$ cat src/rtl/e203_exu_wbck_sched_if.sv
// ----------------------------------------------------------------------------
// e203_exu_wbck_sched_if
//
// Bundles every handshake and data signal of the write-back scheduler so the
// scheduler and its neighbours connect through one port.
//
//   ALU result     : alu_i_valid / alu_i_ready / alu_i_wdat / alu_i_rdidx
//   Long pipe 0    : lp0_i_valid / lp0_i_ready / lp0_i_wdat / lp0_i_itag (LSU)
//   Long pipe 1    : lp1_i_valid / lp1_i_ready / lp1_i_wdat / lp1_i_itag (MULDIV)
//   OITF head      : oitf_empty, oitf_ret_ptr, oitf_ret_rdidx, oitf_ret_rdwen,
//                    oitf_ret_ena (retire strobe back to the OITF)
//   Regfile write  : rf_wbck_o_valid / rf_wbck_o_ready / rf_wbck_o_wdat /
//                    rf_wbck_o_rdidx
//   Debug          : wbck_grant_src (last accepted source)
//
// Modports:
//   slave  - the scheduler itself
//   master - the surrounding EXU (or a testbench) driving the requests
// ----------------------------------------------------------------------------
interface e203_exu_wbck_sched_if #(
    parameter int XLEN    = 32,
    parameter int RFIDX_W = 5,
    parameter int ITAG_W  = 2
);
    logic               alu_i_valid;
    logic               alu_i_ready;
    logic [XLEN-1:0]    alu_i_wdat;
    logic [RFIDX_W-1:0] alu_i_rdidx;

    logic               lp0_i_valid;
    logic               lp0_i_ready;
    logic [XLEN-1:0]    lp0_i_wdat;
    logic [ITAG_W-1:0]  lp0_i_itag;

    logic               lp1_i_valid;
    logic               lp1_i_ready;
    logic [XLEN-1:0]    lp1_i_wdat;
    logic [ITAG_W-1:0]  lp1_i_itag;

    logic               oitf_empty;
    logic [ITAG_W-1:0]  oitf_ret_ptr;
    logic [RFIDX_W-1:0] oitf_ret_rdidx;
    logic               oitf_ret_rdwen;
    logic               oitf_ret_ena;

    logic               rf_wbck_o_valid;
    logic               rf_wbck_o_ready;
    logic [XLEN-1:0]    rf_wbck_o_wdat;
    logic [RFIDX_W-1:0] rf_wbck_o_rdidx;

    logic [1:0]         wbck_grant_src;

    modport slave (
        input  alu_i_valid, alu_i_wdat, alu_i_rdidx,
        output alu_i_ready,
        input  lp0_i_valid, lp0_i_wdat, lp0_i_itag,
        output lp0_i_ready,
        input  lp1_i_valid, lp1_i_wdat, lp1_i_itag,
        output lp1_i_ready,
        input  oitf_empty, oitf_ret_ptr, oitf_ret_rdidx, oitf_ret_rdwen,
        output oitf_ret_ena,
        output rf_wbck_o_valid, rf_wbck_o_wdat, rf_wbck_o_rdidx,
        input  rf_wbck_o_ready,
        output wbck_grant_src
    );

    modport master (
        output alu_i_valid, alu_i_wdat, alu_i_rdidx,
        input  alu_i_ready,
        output lp0_i_valid, lp0_i_wdat, lp0_i_itag,
        input  lp0_i_ready,
        output lp1_i_valid, lp1_i_wdat, lp1_i_itag,
        input  lp1_i_ready,
        output oitf_empty, oitf_ret_ptr, oitf_ret_rdidx, oitf_ret_rdwen,
        input  oitf_ret_ena,
        input  rf_wbck_o_valid, rf_wbck_o_wdat, rf_wbck_o_rdidx,
        output rf_wbck_o_ready,
        input  wbck_grant_src
    );
endinterface

$ cat src/rtl/e203_exu_wbck_sched.sv
// ----------------------------------------------------------------------------
// e203_exu_wbck_sched
//
// Write-back scheduler for the EXU register-file write port. Arbitrates the
// single-cycle ALU result against two long-pipe requesters (LSU, MULDIV) that
// must retire in OITF order, and holds the winner in a one-entry output
// register driving the regfile write port.
//
// Ports:
//   clk  - clock
//   rst  - asynchronous active-high reset
//   bus  - e203_exu_wbck_sched_if.slave (ALU / long-pipe requests, OITF head
//          and retire strobe, registered regfile write request, grant source)
// ----------------------------------------------------------------------------
module e203_exu_wbck_sched #(
    parameter int XLEN       = 32,
    parameter int RFIDX_W    = 5,
    parameter int ITAG_W     = 2,
    parameter int STARVE_MAX = 4
) (
    input  logic                          clk,
    input  logic                          rst,
    e203_exu_wbck_sched_if.slave          bus
);

    logic               buf_valid;
    logic [XLEN-1:0]    buf_wdat;
    logic [RFIDX_W-1:0] buf_rdidx;
    logic [1:0]         grant_src;
    logic [3:0]         starve_cnt;

    logic lp0_hit;
    logic lp1_hit;
    logic lp_hit;
    logic buf_free;
    logic alu_prio;
    logic lp_ok;
    logic lp_grant;
    logic lp_wr_grant;
    logic alu_rdy;
    logic alu_grant;

    // Only the requester whose tag matches the OITF head may retire.
    assign lp0_hit  = bus.lp0_i_valid & ~bus.oitf_empty & (bus.lp0_i_itag == bus.oitf_ret_ptr);
    assign lp1_hit  = bus.lp1_i_valid & ~bus.oitf_empty & (bus.lp1_i_itag == bus.oitf_ret_ptr);
    assign lp_hit   = lp0_hit | lp1_hit;

    assign buf_free = ~buf_valid | bus.rf_wbck_o_ready;
    assign alu_prio = (starve_cnt == 4'(STARVE_MAX));

    // A retire without a register write never needs the buffer. A writing
    // retire needs the buffer and loses it only to a valid starved ALU.
    assign lp_ok       = ~bus.oitf_ret_rdwen | (buf_free & ~(alu_prio & bus.alu_i_valid));
    assign lp_grant    = ~rst & lp_hit & lp_ok;
    assign lp_wr_grant = lp_grant & bus.oitf_ret_rdwen;

    // ALU readiness is computed from the competitor alone so it never depends
    // on alu_i_valid; this is mutually exclusive with lp_wr_grant.
    assign alu_rdy   = ~rst & buf_free & ~(lp_hit & bus.oitf_ret_rdwen & ~alu_prio);
    assign alu_grant = alu_rdy & bus.alu_i_valid;

    assign bus.alu_i_ready  = alu_rdy;
    assign bus.lp0_i_ready  = ~rst & lp0_hit & lp_ok;
    assign bus.lp1_i_ready  = ~rst & lp1_hit & ~lp0_hit & lp_ok;
    assign bus.oitf_ret_ena = lp_grant;

    // Output buffer: loads the single buffer-writing winner, drains on ready,
    // and reports which source was accepted last (ALU wins the label on a
    // dual grant because it is the one that landed in the buffer).
    always_ff @(posedge clk or posedge rst) begin
        if (rst) begin
            buf_valid <= 1'b0;
            buf_wdat  <= '0;
            buf_rdidx <= '0;
            grant_src <= 2'd0;
        end else begin
            if (alu_grant) begin
                buf_valid <= 1'b1;
                buf_wdat  <= bus.alu_i_wdat;
                buf_rdidx <= bus.alu_i_rdidx;
            end else if (lp_wr_grant) begin
                buf_valid <= 1'b1;
                buf_wdat  <= lp0_hit ? bus.lp0_i_wdat : bus.lp1_i_wdat;
                buf_rdidx <= bus.oitf_ret_rdidx;
            end else if (bus.rf_wbck_o_ready) begin
                buf_valid <= 1'b0;
            end

            if (alu_grant) begin
                grant_src <= 2'd1;
            end else if (lp_grant) begin
                grant_src <= lp0_hit ? 2'd2 : 2'd3;
            end
        end
    end

    // Starvation counter: counts cycles where a waiting ALU result could have
    // used the buffer but a long-pipe took it; at STARVE_MAX the ALU wins.
    always_ff @(posedge clk or posedge rst) begin
        if (rst) begin
            starve_cnt <= 4'd0;
        end else if (~bus.alu_i_valid | alu_grant) begin
            starve_cnt <= 4'd0;
        end else if (buf_free & lp_wr_grant & ~alu_prio) begin
            starve_cnt <= starve_cnt + 4'd1;
        end
    end

    assign bus.rf_wbck_o_valid = buf_valid;
    assign bus.rf_wbck_o_wdat  = buf_wdat;
    assign bus.rf_wbck_o_rdidx = buf_rdidx;
    assign bus.wbck_grant_src  = grant_src;

endmodule

$ cat src/flat_wrapper.sv
// flat-port wrapper written by rule: the top's interface ports become plain ports
module e203_exu_wbck_sched_flat 
#(
    parameter int XLEN       = 32,
    parameter int RFIDX_W    = 5,
    parameter int ITAG_W     = 2,
    parameter int STARVE_MAX = 4
)
  (clk, rst, bus_alu_i_valid, bus_alu_i_wdat, bus_alu_i_rdidx, bus_alu_i_ready, bus_lp0_i_valid, bus_lp0_i_wdat, bus_lp0_i_itag, bus_lp0_i_ready, bus_lp1_i_valid, bus_lp1_i_wdat, bus_lp1_i_itag, bus_lp1_i_ready, bus_oitf_empty, bus_oitf_ret_ptr, bus_oitf_ret_rdidx, bus_oitf_ret_rdwen, bus_oitf_ret_ena, bus_rf_wbck_o_valid, bus_rf_wbck_o_wdat, bus_rf_wbck_o_rdidx, bus_rf_wbck_o_ready, bus_wbck_grant_src);
  e203_exu_wbck_sched_if #(.XLEN(XLEN), .RFIDX_W(RFIDX_W), .ITAG_W(ITAG_W)) bus_i ();
  input  logic clk;
  input  logic rst;
  input wire logic [$bits(bus_i.alu_i_valid)-1:0] bus_alu_i_valid;
  input wire logic [$bits(bus_i.alu_i_wdat)-1:0] bus_alu_i_wdat;
  input wire logic [$bits(bus_i.alu_i_rdidx)-1:0] bus_alu_i_rdidx;
  output wire logic [$bits(bus_i.alu_i_ready)-1:0] bus_alu_i_ready;
  input wire logic [$bits(bus_i.lp0_i_valid)-1:0] bus_lp0_i_valid;
  input wire logic [$bits(bus_i.lp0_i_wdat)-1:0] bus_lp0_i_wdat;
  input wire logic [$bits(bus_i.lp0_i_itag)-1:0] bus_lp0_i_itag;
  output wire logic [$bits(bus_i.lp0_i_ready)-1:0] bus_lp0_i_ready;
  input wire logic [$bits(bus_i.lp1_i_valid)-1:0] bus_lp1_i_valid;
  input wire logic [$bits(bus_i.lp1_i_wdat)-1:0] bus_lp1_i_wdat;
  input wire logic [$bits(bus_i.lp1_i_itag)-1:0] bus_lp1_i_itag;
  output wire logic [$bits(bus_i.lp1_i_ready)-1:0] bus_lp1_i_ready;
  input wire logic [$bits(bus_i.oitf_empty)-1:0] bus_oitf_empty;
  input wire logic [$bits(bus_i.oitf_ret_ptr)-1:0] bus_oitf_ret_ptr;
  input wire logic [$bits(bus_i.oitf_ret_rdidx)-1:0] bus_oitf_ret_rdidx;
  input wire logic [$bits(bus_i.oitf_ret_rdwen)-1:0] bus_oitf_ret_rdwen;
  output wire logic [$bits(bus_i.oitf_ret_ena)-1:0] bus_oitf_ret_ena;
  output wire logic [$bits(bus_i.rf_wbck_o_valid)-1:0] bus_rf_wbck_o_valid;
  output wire logic [$bits(bus_i.rf_wbck_o_wdat)-1:0] bus_rf_wbck_o_wdat;
  output wire logic [$bits(bus_i.rf_wbck_o_rdidx)-1:0] bus_rf_wbck_o_rdidx;
  input wire logic [$bits(bus_i.rf_wbck_o_ready)-1:0] bus_rf_wbck_o_ready;
  output wire logic [$bits(bus_i.wbck_grant_src)-1:0] bus_wbck_grant_src;
  assign bus_i.alu_i_valid = bus_alu_i_valid;
  assign bus_i.alu_i_wdat = bus_alu_i_wdat;
  assign bus_i.alu_i_rdidx = bus_alu_i_rdidx;
  assign bus_alu_i_ready = bus_i.alu_i_ready;
  assign bus_i.lp0_i_valid = bus_lp0_i_valid;
  assign bus_i.lp0_i_wdat = bus_lp0_i_wdat;
  assign bus_i.lp0_i_itag = bus_lp0_i_itag;
  assign bus_lp0_i_ready = bus_i.lp0_i_ready;
  assign bus_i.lp1_i_valid = bus_lp1_i_valid;
  assign bus_i.lp1_i_wdat = bus_lp1_i_wdat;
  assign bus_i.lp1_i_itag = bus_lp1_i_itag;
  assign bus_lp1_i_ready = bus_i.lp1_i_ready;
  assign bus_i.oitf_empty = bus_oitf_empty;
  assign bus_i.oitf_ret_ptr = bus_oitf_ret_ptr;
  assign bus_i.oitf_ret_rdidx = bus_oitf_ret_rdidx;
  assign bus_i.oitf_ret_rdwen = bus_oitf_ret_rdwen;
  assign bus_oitf_ret_ena = bus_i.oitf_ret_ena;
  assign bus_rf_wbck_o_valid = bus_i.rf_wbck_o_valid;
  assign bus_rf_wbck_o_wdat = bus_i.rf_wbck_o_wdat;
  assign bus_rf_wbck_o_rdidx = bus_i.rf_wbck_o_rdidx;
  assign bus_i.rf_wbck_o_ready = bus_rf_wbck_o_ready;
  assign bus_wbck_grant_src = bus_i.wbck_grant_src;
  e203_exu_wbck_sched #(.XLEN(XLEN), .RFIDX_W(RFIDX_W), .ITAG_W(ITAG_W), .STARVE_MAX(STARVE_MAX)) u_core (.clk(clk), .rst(rst), .bus(bus_i));
endmodule
$ cat config.mk
export PLATFORM = sky130hd
export DESIGN_NAME = e203_exu_wbck_sched_flat
export DESIGN_NICKNAME = d
export VERILOG_FILES = /design/src/rtl/e203_exu_wbck_sched_if.sv /design/src/rtl/e203_exu_wbck_sched.sv /design/src/flat_wrapper.sv
export SDC_FILE = /design/constraint.sdc
export NUM_CORES = 1
export LEC_CHECK = 0
export CORE_UTILIZATION = 38
export DETAILED_ROUTE_END_ITERATION = 16
export GPL_ROUTABILITY_DRIVEN = 0
export GPL_TIMING_DRIVEN = 0
export HOLD_SLACK_MARGIN = 0.03
export PLACE_DENSITY = 0.88
export SYNTH_ARGS = -nofsm -noshare
export SYNTH_HDL_FRONTEND = slang
export SYNTH_SLANG_ARGS = --single-unit
$ cat constraint.sdc
create_clock -name clk -period 7.75 [get_ports clk]
set_input_delay 1.55 -clock clk [delete_from_list [all_inputs] [get_ports clk]]
set_output_delay 1.55 -clock clk [all_outputs]
set_load 0.005 [all_outputs]
Yosys cells after proc, flatten, opt, wreduce, memory -nomap -nowiden. Index checks and enable logic that the tools add are counted.

Register bits: 44. Bits of input ports: 120. Logic and storage cells: 60.

Equal/unequal tests: 3. Muxes and demuxes: 13. Bitwise operators: 34. $add $sub $neg: 1. Reductions and logical operators: 4.

Operator list (number): two-way mux 32 bit (3); bitwise AND 1 bit (21); two-way mux 5 bit (2); NOT 1 bit (9); two-way mux 4 bit (2); nonzero test 2 bit (3); adder 4 x 1 -> 4 bit, second input constant (1); equality test 2 bit (2); equality test 4 x 3 -> 1 bit, second input constant (1); two-way mux 1 bit (4); two-way mux 2 bit (2); bitwise OR 1 bit (4); nonzero test 3 bit (1).

Depth between registers and ports, before layout.
Depth after elaboration: 11. Gate-level depth with buffers: 9. Gate-level depth less buffers: 7.

Worst setup path before layout. Ideal clock, no wire load.

Path type: input port to output port. Start point: input rst. End point: output bus_oitf_ret_ena. Cell stages on the path: 3. Data arrival time: 3126 ps. Required time: 6200 ps. Buffers on the path: 0. Path slack: 3074 ps. Cells stage by stage: inv_1 > o211ai_1 > a21oi_1.

Word-level cells in the longest chain between the ends: 3.

RTL lines: start: declaration (line flat_wrapper.sv:12) `input logic rst;`; NOT 1 bit (line e203_exu_wbck_sched.sv:54) `assign lp_grant = ~rst & lp_hit & lp_ok;`; bitwise AND 1 bit (2 in series) (line e203_exu_wbck_sched.sv:54); end: declaration (line flat_wrapper.sv:29) `output wire logic [$bits(bus_i.oitf_ret_ena)-1:0] bus_oitf_ret_ena;`.

No other way between the ends.

Worst setup path after layout.
Start point: input bus_oitf_ret_ptr[1]. End point: output bus_lp1_i_ready.

Word-level cells in the longest chain between the ends: 5. Elaborated cells between the ends (all ways): 8. Those cells by class: eq/ne (2); bitwise (6).

RTL lines: start: declaration (line flat_wrapper.sv:26) `input wire logic [$bits(bus_i.oitf_ret_ptr)-1:0] bus_oitf_ret_ptr;`; equality test 2 bit, on equally long branches (line e203_exu_wbck_sched.sv:45, e203_exu_wbck_sched.sv:44); bitwise AND 1 bit, on equally long branches (line e203_exu_wbck_sched.sv:45, e203_exu_wbck_sched.sv:44); bitwise AND 1 bit or NOT 1 bit (tied branches) (line e203_exu_wbck_sched.sv:64) `assign bus.lp1_i_ready = ~rst & lp1_hit & ~lp0_hit & lp_ok;`; bitwise AND 1 bit (*) (2 in series) (line e203_exu_wbck_sched.sv:64); end: declaration (line flat_wrapper.sv:24) `output wire logic [$bits(bus_i.lp1_i_ready)-1:0] bus_lp1_i_ready;`.

Mark *: on every way between the ends. The rest lies on a longest branch, timed or not.

==> out/results.tsv <==
metric	value	unit
grtUsageTotal	26.64	%
cp_max_fo	10	
layout.cells.non_filler	504	
use_met2	48.47	%
synth_area_leaders	dfrtp_1 (47%), a221o_1 (16%), nand2_1 (11%)	
hold_viol_final	0	
outcome	complete, no violations	
io_pins	164	
wirelength	8.546	mm
wl_per_cell	16.96	um
finalMaxSlewViolations	0	
clock_latency	0.29	ns
nNetsFinal	550	
cp.arrival	3.81	ns
viasPerCell	5.452	
drive_above_1_share	4.429	%
die_y	80.72	um
antenna_found_initial	0	
dieArea	0.006516	mm2
min_period	5.358	ns
relSlewSlack	61.65	%
start_util	39.54	%
grt_pass1_vias	2738	
cts_root_buf	clkbuf_8	
fill_cells	493	
p_sw	185.0	uW
intPower	519.3	uW
hpwl	6.499	mm
grt_use_met3	5.909	%
clk_path_buf_depth	2	
htreeDepth	2	
hp-class	reg2reg	
diodes	0	
p_leak	1.752	nW
critPathLaunchType	input pin	
grt_max_degree	30	
grt_pass1_wl	13.11	mm
ys_ff_latch	44	
post_cts_resized	0	
synth_area	0.002355	mm2
p_per_area	168.1	mW/mm2
drcViolationCount	0	
synth_cell_types	30	
critPathKind	in2out	
tightest_slew	0.5752	ns
finClkSkew	0.01040	ns
io_buffers	163	
synthesis.instances	257	
p_sw_share	26.27	%
p_total	704.3	uW
max_cap_violations	0	
use_met1	31.57	%
hold_buffers	0	
vias	2748	
core_area	0.005956	mm2
place_inst	496	
areaGrowthSynthToFinish	77.95	%
yosysTopAreaCellShare	46.76	%
postCtsSetupBuffers	0	
synth_warnings	0	
avgSynthCellArea	9.162	um2
synth_area_leader_cell	dfrtp_1	
pwr-share-seq	42.7	%
end_kind	output port	
dr.pass1.iters	4	
rsz0062_at_grt	false	
worstPathRequired	6.20	ns
pwr-share-clk	21.2	%
grt_overflow	0	
finalCritPeriodShare	69.14	%
die_w	80.72	um
comb_power_share	36.1	%
vdd_drop_max	0.09318	mV
postRouteAntennaNets	0	
seq_area_frac_synth	46.76	%
rows	28	
finalSetupTns	0	ns
clock_sinks	44	
initialDrtViolationCount	158	
top_usage_layer	met2	
numCtsBuffers	5	
clk_pin_slew	0.08	ns
synthesis.nets	379	
cts_tree	yes	
setup_violations	0	
fmax	0.1866	GHz
[power groups by stage]
stage | logic, mW | clock network (mW) | registers (mW)
6_report | 0.254 | 0.149 | 0.301
2_1_floorplan | 0.0756 | 0 | 0.305
3_5_place_dp | 0.255 | 0 | 0.303
5_1_grt | 0.274 | 0.160 | 0.305
3_3_place_gp | 0.248 | 0 | 0.302
4_1_cts | 0.256 | 0.151 | 0.300
[state kept, by name, summed over array words and instances, names as in the netlist]
name / cells
u_core.starve_cnt: 4
u_core.bus.rf_wbck_o_wdat: 32
u_core.bus.rf_wbck_o_valid: 1
u_core.bus.wbck_grant_src: 2
u_core.bus.rf_wbck_o_rdidx: 5
[cell families (layout without fill, tap and decap cells)]
family / count (synthesis) / in the layout / synth area share (%)
XOR/XNOR: 5 / 5 / 2.179
multiplexers: 3 / 3 / 1.275
adder cells (fa/ha/maj): 2 / 2 / 1.063
flip-flops: 44 / 44 / 46.76
AND/OR/NAND/NOR: 96 / 96 / 17.91
buffers and inverters: 28 / 200 / 5.526
AO/OA/AOI/OAI: 79 / 79 / 25.29
[metal layers]
| metal | share of wire, % | up-vias | routed length, um |
|---|---|---|---|
| met5 | 0 | - | 0 |
| met3 | 7.2 | 10 | 614 |
| met4 | 1.3 | 0 | 112 |
| met1 | 38 | 1350 | 3289 |
| li1 | - | 1271 | - |
| met2 | 53 | 117 | 4529 |
[cells in the mapped netlist]
cell type / count
nand4_1: 2
mux2i_1: 3
xnor2_2: 1
a21oi_2: 1
nand4b_4: 1
a21oi_1: 34
buf_2: 5
xnor2_1: 4
dfrtp_1: 44
buf_4: 1
a221o_1: 37
nand3b_1: 2
a31oi_1: 1
clkbuf_1: 11
ha_1: 2
o21a_1: 1
o211ai_1: 1
buf_6: 2
a211o_1: 1
nand2_1: 68
nor4b_1: 1
o21ai_0: 2
o22ai_1: 1
nand2b_1: 1
nand3_1: 2
nand4b_1: 2
and4b_1: 1
nor2_1: 14
nor3_1: 2
inv_1: 9
[path summary, 6_finish.rpt]
path,cells after the start,startpoint,slack (ns),endpoint
worst min-delay path,2,u_core.bus.wbck_grant_src[1],0.52,u_core.bus.wbck_grant_src[1]
worst max-delay path,7,bus_oitf_ret_ptr[1],2.39,bus_lp1_i_ready
max in group asynchronous,3,rst,5.66,u_core.bus.rf_wbck_o_rdidx[0]
worst min register to register,2,u_core.bus.wbck_grant_src[1],0.52,u_core.bus.wbck_grant_src[1]
worst max register to register,9,u_core.starve_cnt[0],5.40,u_core.bus.rf_wbck_o_wdat[11]
min in group asynchronous,2,rst,1.58,u_core.bus.rf_wbck_o_wdat[7]
[cell usage in the layout, fill, tap and decap left out, types with 2 or more instances in the layout]
| cell type | synthesis | routed |
|---|---|---|
| nand4b_1 | 2 | 2 |
| nand3b_1 | 2 | 2 |
| buf_6 | 2 | 2 |
| nand3_1 | 2 | 2 |
| dfrtp_1 | 44 | 44 |
| clkbuf_8 | 0 | 6 |
| nor3_1 | 2 | 2 |
| a221o_1 | 37 | 37 |
| inv_1 | 9 | 8 |
| nor2_1 | 14 | 14 |
| o21ai_0 | 2 | 2 |
| nand4_1 | 2 | 2 |
| clkbuf_1 | 11 | 13 |
| ha_1 | 2 | 2 |
| clkdlybuf4s50_1 | 0 | 163 |
| xnor2_1 | 4 | 4 |
| mux2i_1 | 3 | 3 |
| buf_2 | 5 | 5 |
| nand2_1 | 68 | 68 |
| a21oi_1 | 34 | 34 |
[critical path: stages]
cell	delay (ns)
clkdlybuf4s50_1	0.45
xnor2_1	0.30
and4b_1	0.24
clkbuf_1	0.27
clkbuf_1	0.41
nor3_1	0.11
clkdlybuf4s50_1	0.47
[per-stage QoR]
stage	util, %	setup slack [ns]	hold WS [ns]	area, um2
after floorplan	-	3.074	0.4906	2355
after global placement	68.51	1.622	0.4819	4080
after detailed placement	68.84	2.355	0.4962	4100
after CTS	70.36	2.353	0.5197	4190
after global routing	70.36	2.189	0.5245	4190
final	70.36	2.392	0.5177	4190
[area by class of cell]
cell class | instances | area [um2] | area share (%)
repair buffers | 164 | 1652 | 39.41
inverters | 9 | 33.78 | 0.8062
flip-flops and latches | 44 | 1101 | 26.28
plain buffers | 19 | 96.34 | 2.299
well taps | 75 | 93.84 | 2.239
multi-input cells | 185 | 1124 | 26.81
clock buffers | 8 | 90.09 | 2.150
No activity file was read; power rests on OpenSTA's default activity.
